--- src/rtl/gpr_pkg.sv ---
// Shared widths, constants and state encoding for the GPR writeback arbiter.
package gpr_pkg;
   localparam int GPR_AW = 5;
   localparam int GPR_DW = 32;

   localparam logic [GPR_AW-1:0] ZERO_REG = 5'd0;

   typedef enum logic {
      NORM    = 1'b0,
      FORCE_B = 1'b1
   } wb_state_e;
endpackage

--- src/rtl/wb_starve_ctr.sv ---
// Saturating count of consecutive blocked B cycles; raises force_b for one
// cycle once B has been blocked MAX_WAIT times in a row.
module wb_starve_ctr
   import gpr_pkg::*;
#(
   parameter int MAX_WAIT = 4,
   parameter int WCNT_W   = 4
) (
   input  logic clk,
   input  logic rst,
   input  logic b_valid,
   input  logic b_blocked,
   input  logic b_xfer,
   output logic force_b
);
   localparam logic [WCNT_W-1:0] CNT_CAP  = WCNT_W'(MAX_WAIT);
   localparam logic [WCNT_W-1:0] CNT_LAST = WCNT_W'(MAX_WAIT - 1);

   wb_state_e         state_q, state_d;
   logic [WCNT_W-1:0] wait_cnt_q, wait_cnt_d;

   always_ff @(posedge clk or negedge rst) begin
      if (!rst) begin
         state_q    <= NORM;
         wait_cnt_q <= '0;
      end else begin
         state_q    <= state_d;
         wait_cnt_q <= wait_cnt_d;
      end
   end

   always_comb begin
      state_d = state_q;
      case (state_q)
         NORM:    if (b_blocked && wait_cnt_q == CNT_LAST) state_d = FORCE_B;
         FORCE_B: state_d = NORM;
         default: state_d = NORM;
      endcase
   end

   // The forced grant itself resets the wait, whether or not B showed up.
   always_comb begin
      wait_cnt_d = wait_cnt_q;
      if (state_q == FORCE_B || !b_valid || b_xfer)
         wait_cnt_d = '0;
      else if (b_blocked && wait_cnt_q != CNT_CAP)
         wait_cnt_d = wait_cnt_q + 1'b1;
   end

   always_comb begin
      force_b = (state_q == FORCE_B);
   end
endmodule

--- src/rtl/gpr_wb_arbiter.sv ---
// Two-requester arbiter for the single register-file write port: A has
// priority, B gets a forced slot after MAX_WAIT blocked cycles.
module gpr_wb_arbiter
   import gpr_pkg::*;
#(
   parameter int MAX_WAIT = 4,
   parameter int WCNT_W   = 4
) (
   input  logic              clk,
   input  logic              rst,
   input  logic              a_valid,
   input  logic [GPR_AW-1:0] a_addr,
   input  logic [GPR_DW-1:0] a_data,
   output logic              a_ready,
   input  logic              b_valid,
   input  logic [GPR_AW-1:0] b_addr,
   input  logic [GPR_DW-1:0] b_data,
   output logic              b_ready,
   output logic              b_drop,
   output logic              gpr_we,
   output logic [GPR_AW-1:0] gpr_waddr,
   output logic [GPR_DW-1:0] gpr_wdata
);
   logic              force_b;
   logic              a_xfer, b_xfer, b_blocked;
   logic [GPR_AW-1:0] sel_addr;
   logic [GPR_DW-1:0] sel_data;

   logic              gpr_we_q, gpr_we_d;
   logic [GPR_AW-1:0] gpr_waddr_q, gpr_waddr_d;
   logic [GPR_DW-1:0] gpr_wdata_q, gpr_wdata_d;
   logic              b_drop_q, b_drop_d;

   wb_starve_ctr #(
      .MAX_WAIT (MAX_WAIT),
      .WCNT_W   (WCNT_W)
   ) u_starve (
      .clk       (clk),
      .rst       (rst),
      .b_valid   (b_valid),
      .b_blocked (b_blocked),
      .b_xfer    (b_xfer),
      .force_b   (force_b)
   );

   // A same-address B is stale once A writes, so it is accepted and dropped.
   always_comb begin
      a_ready   = !force_b;
      b_ready   = force_b || !a_valid || (a_valid && b_valid && a_addr == b_addr);
      a_xfer    = a_valid && a_ready;
      b_xfer    = b_valid && b_ready;
      b_blocked = !force_b && b_valid && !b_ready;
   end

   always_comb begin
      sel_addr    = a_xfer ? a_addr : b_addr;
      sel_data    = a_xfer ? a_data : b_data;
      gpr_we_d    = (a_xfer || b_xfer) && sel_addr != ZERO_REG;
      gpr_waddr_d = gpr_we_d ? sel_addr : gpr_waddr_q;
      gpr_wdata_d = gpr_we_d ? sel_data : gpr_wdata_q;
      b_drop_d    = a_xfer && b_xfer;
   end

   always_ff @(posedge clk or negedge rst) begin
      if (!rst) begin
         gpr_we_q    <= 1'b0;
         gpr_waddr_q <= '0;
         gpr_wdata_q <= '0;
         b_drop_q    <= 1'b0;
      end else begin
         gpr_we_q    <= gpr_we_d;
         gpr_waddr_q <= gpr_waddr_d;
         gpr_wdata_q <= gpr_wdata_d;
         b_drop_q    <= b_drop_d;
      end
   end

   assign gpr_we    = gpr_we_q;
   assign gpr_waddr = gpr_waddr_q;
   assign gpr_wdata = gpr_wdata_q;
   assign b_drop    = b_drop_q;
endmodule

--- config.mk ---
export PLATFORM = sky130hd
export DESIGN_NAME = gpr_wb_arbiter
export DESIGN_NICKNAME = d
export VERILOG_FILES = /design/src/rtl/gpr_pkg.sv /design/src/rtl/wb_starve_ctr.sv /design/src/rtl/gpr_wb_arbiter.sv
export SDC_FILE = /design/constraint.sdc
export NUM_CORES = 1
export LEC_CHECK = 0
export ABC_AREA = 0
export CORE_MARGIN = 5
export CORE_UTILIZATION = 36
export CTS_CLUSTER_SIZE = 40
export DETAILED_ROUTE_END_ITERATION = 10
export GPL_TIMING_DRIVEN = 0
export PLACE_DENSITY = 0.74
export SETUP_SLACK_MARGIN = 0.3
export SYNTH_ARGS = -nofsm -noshare
export SYNTH_HDL_FRONTEND = slang
export SYNTH_SLANG_ARGS = --single-unit
--- constraint.sdc ---
create_clock -name clk -period 1.5 [get_ports clk]
set_clock_uncertainty 0.15 [all_clocks]
set_input_delay 0.3 -clock clk [delete_from_list [all_inputs] [get_ports clk]]
set_output_delay 0.3 -clock clk [all_outputs]
set_load 0.02 [all_outputs]
**Yosys cells after proc, flatten, opt, wreduce, memory -nomap -nowiden**

Index checks and enable logic that the tools add are counted.

- Output and inout bits: 41
- Logic and storage cells: 38
- Register bits after elaboration: 44

- Multiplexer cells: 6
- Reductions and logical operators: 21
- Add/subtract/negate cells: 1
- Bitwise logic cells: 1
- Eq/ne operators: 3

Operators with widths:

| cell | count |
|---|---|
| $mux W32 | 1 |
| $logic_and A1 B1 Y1 | 10 |
| $mux W4 | 2 |
| $eq A5 B5 Y1 | 1 |
| $logic_or A1 B1 Y1 | 5 |
| $mux W5 | 1 |
| $reduce_bool A5 Y1 | 1 |
| $add A4 B1 Y4 const B | 1 |
| $eq A4 B2 Y1 const B | 1 |
| $logic_not A1 Y1 | 4 |
| $ne A4 B3 Y1 const B | 1 |
| $pmux W1 S2 | 1 |
| $reduce_bool A2 Y1 | 1 |
| $mux W1 | 1 |
| $not A1 Y1 | 1 |

**Logic depth before layout (Yosys ltp)**

Gate-level depths: netlist of run 1.

- Depth in word-level cells: 8
- Depth in mapped cells: 6
- Mapped depth without buffers: 6

**Modules after synthesis**

A second synthesis of run 1 with hierarchy kept.

- Cells, all modules: 183
- Area, all modules: 2297.2 µm²

By module, submodules not included:

| module | instances | cells each | area each (µm²) |
|---|---|---|---|
| gpr_wb_arbiter | 1 | 154 | 2024.4 |
| wb_starve_ctr | 1 | 29 | 272.8 |

**Least setup slack after synthesis of run 1**

OpenSTA, ideal clock, no wires.

- Kind: register to output
- Start: register u_starve.state_q (netlist: u_starve.force_b)
- End: output port b_ready
- Stages on the path, launching flop included: 5
- Slack: -0.132 ns
- Path buffers: 2
- Arrival: 1.182 ns
- Path through: dfrtp_1 nand2b_4 buf_2 clkbuf_1 a21o_1

- Word-level cells in the longest chain between the ends: 2

RTL lines:

| element | line | text |
|---|---|---|
| start: declaration | wb_starve_ctr.sv:19 | `wb_state_e state_q, state_d;` |
| start signal: assignment | wb_starve_ctr.sv:27 | `state_q <= state_d;` |
| $logic_or A1 B1 Y1 (2 in a row) | gpr_wb_arbiter.sv:49 | `b_ready = force_b \|\| !a_valid \|\| (a_valid && b_valid && a_addr == b_addr);` |
| end: declaration | gpr_wb_arbiter.sv:18 | `output logic b_ready,` |

No other way between the ends.

**Worst setup path after layout of run 1**

Ends and elaborated chain as after synthesis.

==> metrics, run 1 <==
status finished, violations left; violated checks negative setup slack; multi-input logic area 0.001226 mm²; ranking of synthesized cells by area dfrtp_1 (49%), a2bb2oi_2 (19%), o22ai_1 (9.1%); Setup crit start kind flop; post-layout min period 1841 ps; post-place setup slack -1038 ps; final instance area 0.004681 mm²; Post-synth top cells dfrtp_1 (44), o22ai_1 (33), a2bb2oi_2 (29); Vias 2,310; NetSw 1.061 mW; worst hold path type in -> async; switching share of total power 27.42%; P_leak 2.023 nW; global-route wire length before repair 11.37 mm; FF-to-FF Start u_starve.force_b$_DFF_PN0_; die area 0.007985 mm²; Synth cell types 33; relative max-transition margin 79.03%; Fill cells 417; EDFF count, synth 0; setup ws final -340.6 ps; Die H 89.36 µm; ys async rst share 100.0%; part of the power in combinational logic 38.1%; pin count of the biggest net entering global routing 30; final cycle utilization of the critical path 122.7%; initial core utilization 36.33%; Core Area 0.006241 mm²; top cell type's share of synthesized area 48.57%; Worst Setup SP u_starve.force_b$_DFF_PN0_; drt initial violations 30; post-route ant nets 0; required time worst endpoint 1050 ps; Sequential Power Share 35.7%; Syn Std Cell Area 0.002267 mm²; Clock Root Buffer clkbuf_8; Pre-antenna DRT Iters 4; crit path kind reg -> out; Synth Warn # 0; fin. max-slew vios 0; setup violators final 43; Peak VDD IR 0.5548 mV; worst slew pin tran 312.3 ps; ys flop type dfrtp_1; pwr/cell area 826.9 mW/mm²; Synth area leader dfrtp_1; fin nets 457; max_cap viols 0; initial antenna violation count 0; max frequency 0.5433 GHz; wire per inst 17.00 µm; vias in the first global route 2,377; CTS Buf Count 5; cell count after synthesis 176; Syn Nets 256; worst-case clock buffer depth 2; Routed Wire Length 7.737 mm; Crit. End Element output port; worst skew pair latency 300 ps; count leader, synth dfrtp_1; Row Count 29; Area after DPL 0.003592 mm²; residual DRC count 0; DP HPWL 4.842 mm; unrepaired setup endpoints after global routing true; Reg area 0.001101 mm²; sequential area share after synthesis 48.57%; clk sinks 44; Worst EP arrival 1390 ps; vias per cell 5.077; Hold Fails Final Rpt 0; Avg Cell Area, Syn 12.88 µm²; ANT cells 0; share of cells above drive strength 1 54.50%; GRT Total Usage 18.43%; GRT Residual Overflow 0; post-synthesis sequential element count 44; Die X 89.36 µm; Area growth, synth to finish 106.5%; H-Tree Level Count 2; CTS tree done; CP max FO 3; Clock Power Share 26.2%; port bufs 118; clock transition at the registers of the reported paths 90 ps; Top Ports 119; GP Congestion 0.7623; internal power 2.809 mW
-- path summary, 6_finish.rpt --
path / to / slack [ps] / depth (start not counted)
max: b_ready / -340 / 5
min: gpr_waddr[1]$_DFFE_PN0P_ / 270 / 2
max reg2reg: gpr_wdata[4]$_DFFE_PN0P_ / -300 / 7
min reg2reg: u_starve.force_b$_DFF_PN0_ / 360 / 1
max in group asynchronous: gpr_wdata[19]$_DFFE_PN0P_ / 490 / 3
min in group clk: gpr_waddr[1]$_DFFE_PN0P_ / 340 / 2
-- metrics by stage --
stage	utilization, %	hold WS, ps	std cells	TNS, ps	total power [mW]
6_report	75.00	271.3	455	-8706	3.871
5_1_grt	75.00	297.9	455	-10850	4.026
4_1_cts	70.53	302.9	435	-9323	3.762
3_5_place_dp	57.56	98.19	372	-29210	2.448
3_3_place_gp	57.32	332.0	371	-86190	2.429
2_1_floorplan	-	-145.6	176	-603.7	1.903
-- logic make-up after synthesis --
family	synth area share, %
flip-flops	48.57
multiplexers	0.8830
buffers and inverters	4.912
XOR/XNOR	2.318
adder cells (fa/ha/maj)	1.104
AND/OR/NAND/NOR	7.505
AO/OA/AOI/OAI	34.71
-- critical path: stages, from the launching register on --
cell       delay [ps]
dfrtp_1           380
nand2b_4          160
buf_8             120
clkbuf_16         130
a21o_4            170
buf_6             120
-- cell type report --
type	count	area share [%]
plain buffers	15	3.956
clock buffers	7	2.058
clock inverters	1	0.6415
inverters	6	0.5881
multi-input cells	111	26.20
flip-flops and latches	44	23.52
well taps	77	2.058
repair buffers	194	40.98
-- what timing repair did --
| action | CTS | global route |
|---|---|---|
| hold buffers | 1 | 0 |
| endpoints found under the setup margin | 85 | 106 |
| pin swaps | 4 | 1 |
| setup buffers | 51 | 20 |
| cloned | 3 | 0 |
| hold endpoints to repair | 15 | 0 |
| gates resized for setup | 297 | 29 |
-- cell usage in the layout, fill, tap and decap left out, drive strengths merged --
| cell type | instances |
|---|---|
| nor3b | 1 |
| a21oi | 1 |
| bufinv | 1 |
| clkdlybuf4s50 | 65 |
| o22ai | 33 |
| clkbuf | 9 |
| dlygate4sd2 | 11 |
| nor4 | 2 |
| inv | 6 |
| nor2 | 5 |
| xnor2 | 6 |
| nand2 | 3 |
| nor2b | 1 |
| a2bb2oi | 32 |
| a221o | 4 |
| a21o | 1 |
| o211a | 1 |
| dfrtp | 44 |
| and3 | 5 |
| nand3 | 3 |
| o21ai | 2 |
| nor3 | 1 |
| ha | 2 |
| nor4b | 1 |
| mux2i | 2 |
| a32oi | 1 |
| nand2b | 2 |
| buf | 130 |
| o211ai | 1 |
| nand3b | 1 |
| dlygate4sd3 | 1 |
-- state kept, by name (all words and copies together), names as in the netlist --
name	flops
gpr_we	1
gpr_wdata	32
b_drop	1
u_starve.wait_cnt_q	4
gpr_waddr	5
u_starve.force_b	1
-- metal layers --
metal	vias up	share of wire (%)	global-route usage, %
met5	-	0	0
met4	0	0.70	3.654
met3	5	7.5	4.700
met2	80	52	32.69
met1	1136	39	22.68
li1	1089	-	-
-- power groups by stage --
| stage | registers, mW | logic (mW) | clock network (mW) |
|---|---|---|---|
| finish | 1.38 | 1.47 | 1.01 |
| global placement | 1.39 | 1.04 | 0 |
| detailed placement | 1.40 | 1.05 | 0 |
| global route | 1.39 | 1.56 | 1.07 |
| floorplan | 1.53 | 0.371 | 0 |
| CTS | 1.38 | 1.36 | 1.03 |
Power figures use the tool's default switching activity.
==> run 2, diff against run 1 <==
==> constraint.sdc (replaced) <==
create_clock -name clk -period 1.6 [get_ports clk]
set_clock_uncertainty 0.15 [all_clocks]
set_input_delay 0.32 -clock clk [delete_from_list [all_inputs] [get_ports clk]]
set_output_delay 0.32 -clock clk [all_outputs]
set_load 0.02 [all_outputs]
==> run 2 against run 1 <==
The run still ends with negative setup slack left; first-iteration DRC count grew 67%; final cell count shrank 3.5%; utilization shrank 5.0 points; combinational power shrank 12%; non-clock buffer count shrank 15; global-route usage shrank 0.19 points; clock power shrank 34%.
==> metrics, run 2 (synthesis results as in run 1) <==
violated checks negative setup slack; Clock Root Buffer clkbuf_8; max frequency 0.5415 GHz; Min Hold Slack 356.0 ps (+84.78 ps); post-route ant nets 0 (unchanged); Worst EP arrival 1380 ps (about the same); drt initial violations 50 (+67%); fin nets 442 (-3.3%); clock transition at the registers of the reported paths 80 ps (about the same); P_leak 1.887 nW (-6.7%); FF-to-FF Start u_starve.force_b$_DFF_PN0_; worst-case clock buffer depth 2 (unchanged); H-Tree Level Count 2 (unchanged); Worst Setup SP u_starve.force_b$_DFF_PN0_; required time worst endpoint 1130 ps (+80 ps); pin count of the biggest net entering global routing 26 (-13%); worst hold path type in -> async; crit path kind reg -> out; port bufs 118 (unchanged); Setup crit start kind flop; status finished, violations left; CP max FO 2 (-1); max_cap viols 0 (unchanged); max reg flops 32 (unchanged); die area 0.007985 mm² (unchanged); pwr/cell area 743.0 mW/mm² (-10%); leading cell type in the layout, fill and taps excluded clkdlybuf4s50_1; worst slew pin tran 482.5 ps (+170.2 ps); initial core utilization 36.33% (unchanged); Die X 89.36 µm (unchanged); Fill cells 475 (+14%); Hold Fails Final Rpt 0 (unchanged); CTS Buf Count 5 (unchanged); sum of negative setup slack -5979 ps (+2726 ps); Power Total 3.248 mW (-16%); vias in the first global route 2,324 (-2.2%); GP Congestion 0.7772 (+2.0%); ANT cells 0 (unchanged); residual DRC count 0 (unchanged); r2r setup slk -190 ps (+110 ps); GRT Residual Overflow 0 (unchanged); setup violators final 38 (-12%); Vias 2,222 (-3.8%); worst skew pair latency 290 ps (about the same); Peak VDD IR 0.5043 mV (-9.1%); DP HPWL 4.936 mm (+1.9%); vias per cell 5.062 (-0.30%); relative max-transition margin 67.83% (-11 points); unrepaired setup endpoints after global routing true; Post-Place Cells 372 (unchanged); Non-Filler Instances 439 (-3.5%); Core Area 0.006241 mm² (unchanged); share of cells above drive strength 1 47.79% (-6.7 points); initial antenna violation count 0 (unchanged); Top Ports 119 (unchanged); Die H 89.36 µm (unchanged); CTS tree done; final cycle utilization of the critical path 115.4%; most frequent cells in the layout clkdlybuf4s50_1 (65), buf_4 (56), buf_6 (46); reg2reg end gpr_wdata[5]$_DFFE_PN0P_; post-place setup slack -976.9 ps (+61.02 ps); GRT Total Usage 18.24% (-0.19 points); global-route wire length before repair 11.23 mm (-1.2%); post-layout min period 1847 ps; Row Count 29 (unchanged); clk sinks 44 (unchanged); Crit. End Element output port; wire per inst 16.71 µm (-1.7%); Area growth, synth to finish 92.83%; Routed Wire Length 7.335 mm (-5.2%); Reg2Reg Depth 8 (+1); Pre-antenna DRT Iters 6 (+2); setup ws final -246.7 ps (+93.87 ps); fin. max-slew vios 0 (unchanged)
-- run 2: cell count changes in the layout (fill, tap and decap cells not counted), sizes merged --
cell	previous run	this run
buf	130	111
clkbuf	9	12
bufinv	1	0
clkinv	0	1
-- run 2: area by class of cell --
| class | count | area [µm²] | share of cell area [%] |
|---|---|---|---|
| clock buffers | 6 | 72.57 | 1.660 |
| multi-input cells | 111 | 1136 | 25.99 |
| inverters | 6 | 25.02 | 0.5724 |
| repair buffers | 179 | 1759 | 40.24 |
| plain buffers | 15 | 176.4 | 4.035 |
| flip-flops and latches | 44 | 1101 | 25.19 |
| clock inverters | 1 | 5.005 | 0.1145 |
| well taps | 77 | 96.34 | 2.204 |
-- run 2: layer usage --
metal	GRT usage, %	up-vias	share of wire, %
li1	-	1060	-
met4	3.654	0	0.65
met5	0	-	0
met2	33.02	80	52
met3	4.977	5	8.1
met1	21.66	1077	39
-- run 2: power by group --
group | total, mW | internal [mW] | switching, mW | leakage [nW]
combinational | 1.29 | 0.798 | 0.488 | 1.34
clock | 0.666 | 0.298 | 0.368 | 0.0410
sequential | 1.30 | 1.22 | 0.0788 | 0.510
-- run 2: worst max path at each step --
stage | endpoint | slack, ps | cells past startpoint
finish | b_ready | -250 | 5
global route | b_ready | -320 | 6
CTS | b_ready | -260 | 5
detailed placement | b_ready | -980 | 6
global placement | gpr_wdata[14]$_DFFE_PN0P_ | -1200 | 1
floorplan | gpr_wdata[12]$_DFFE_PN0P_ | 60 | 6
-- run 2: critical path, stage by stage (launching register included) --
cell	delay [ps]
dfrtp_1	390
nand2b_4	150
buf_6	120
clkbuf_16	130
a21o_4	170
buf_6	120
-- run 2: repair_timing --
item	in CTS	in global routing
endpoints found under the hold margin	19	0
endpoints found under the setup margin	85	85
gates cloned	2	0
pin swaps	4	2
gates resized for setup	284	12
buffers inserted	48	9
hold buffers	1	0
-- run 2: per-stage QoR --
step / utilization, % / area (µm²)
finish: 70.05 / 4372
global route: 70.05 / 4372
CTS: 68.12 / 4252
detailed placement: 57.52 / 3590
global placement: 57.28 / 3575
floorplan: - / 2297
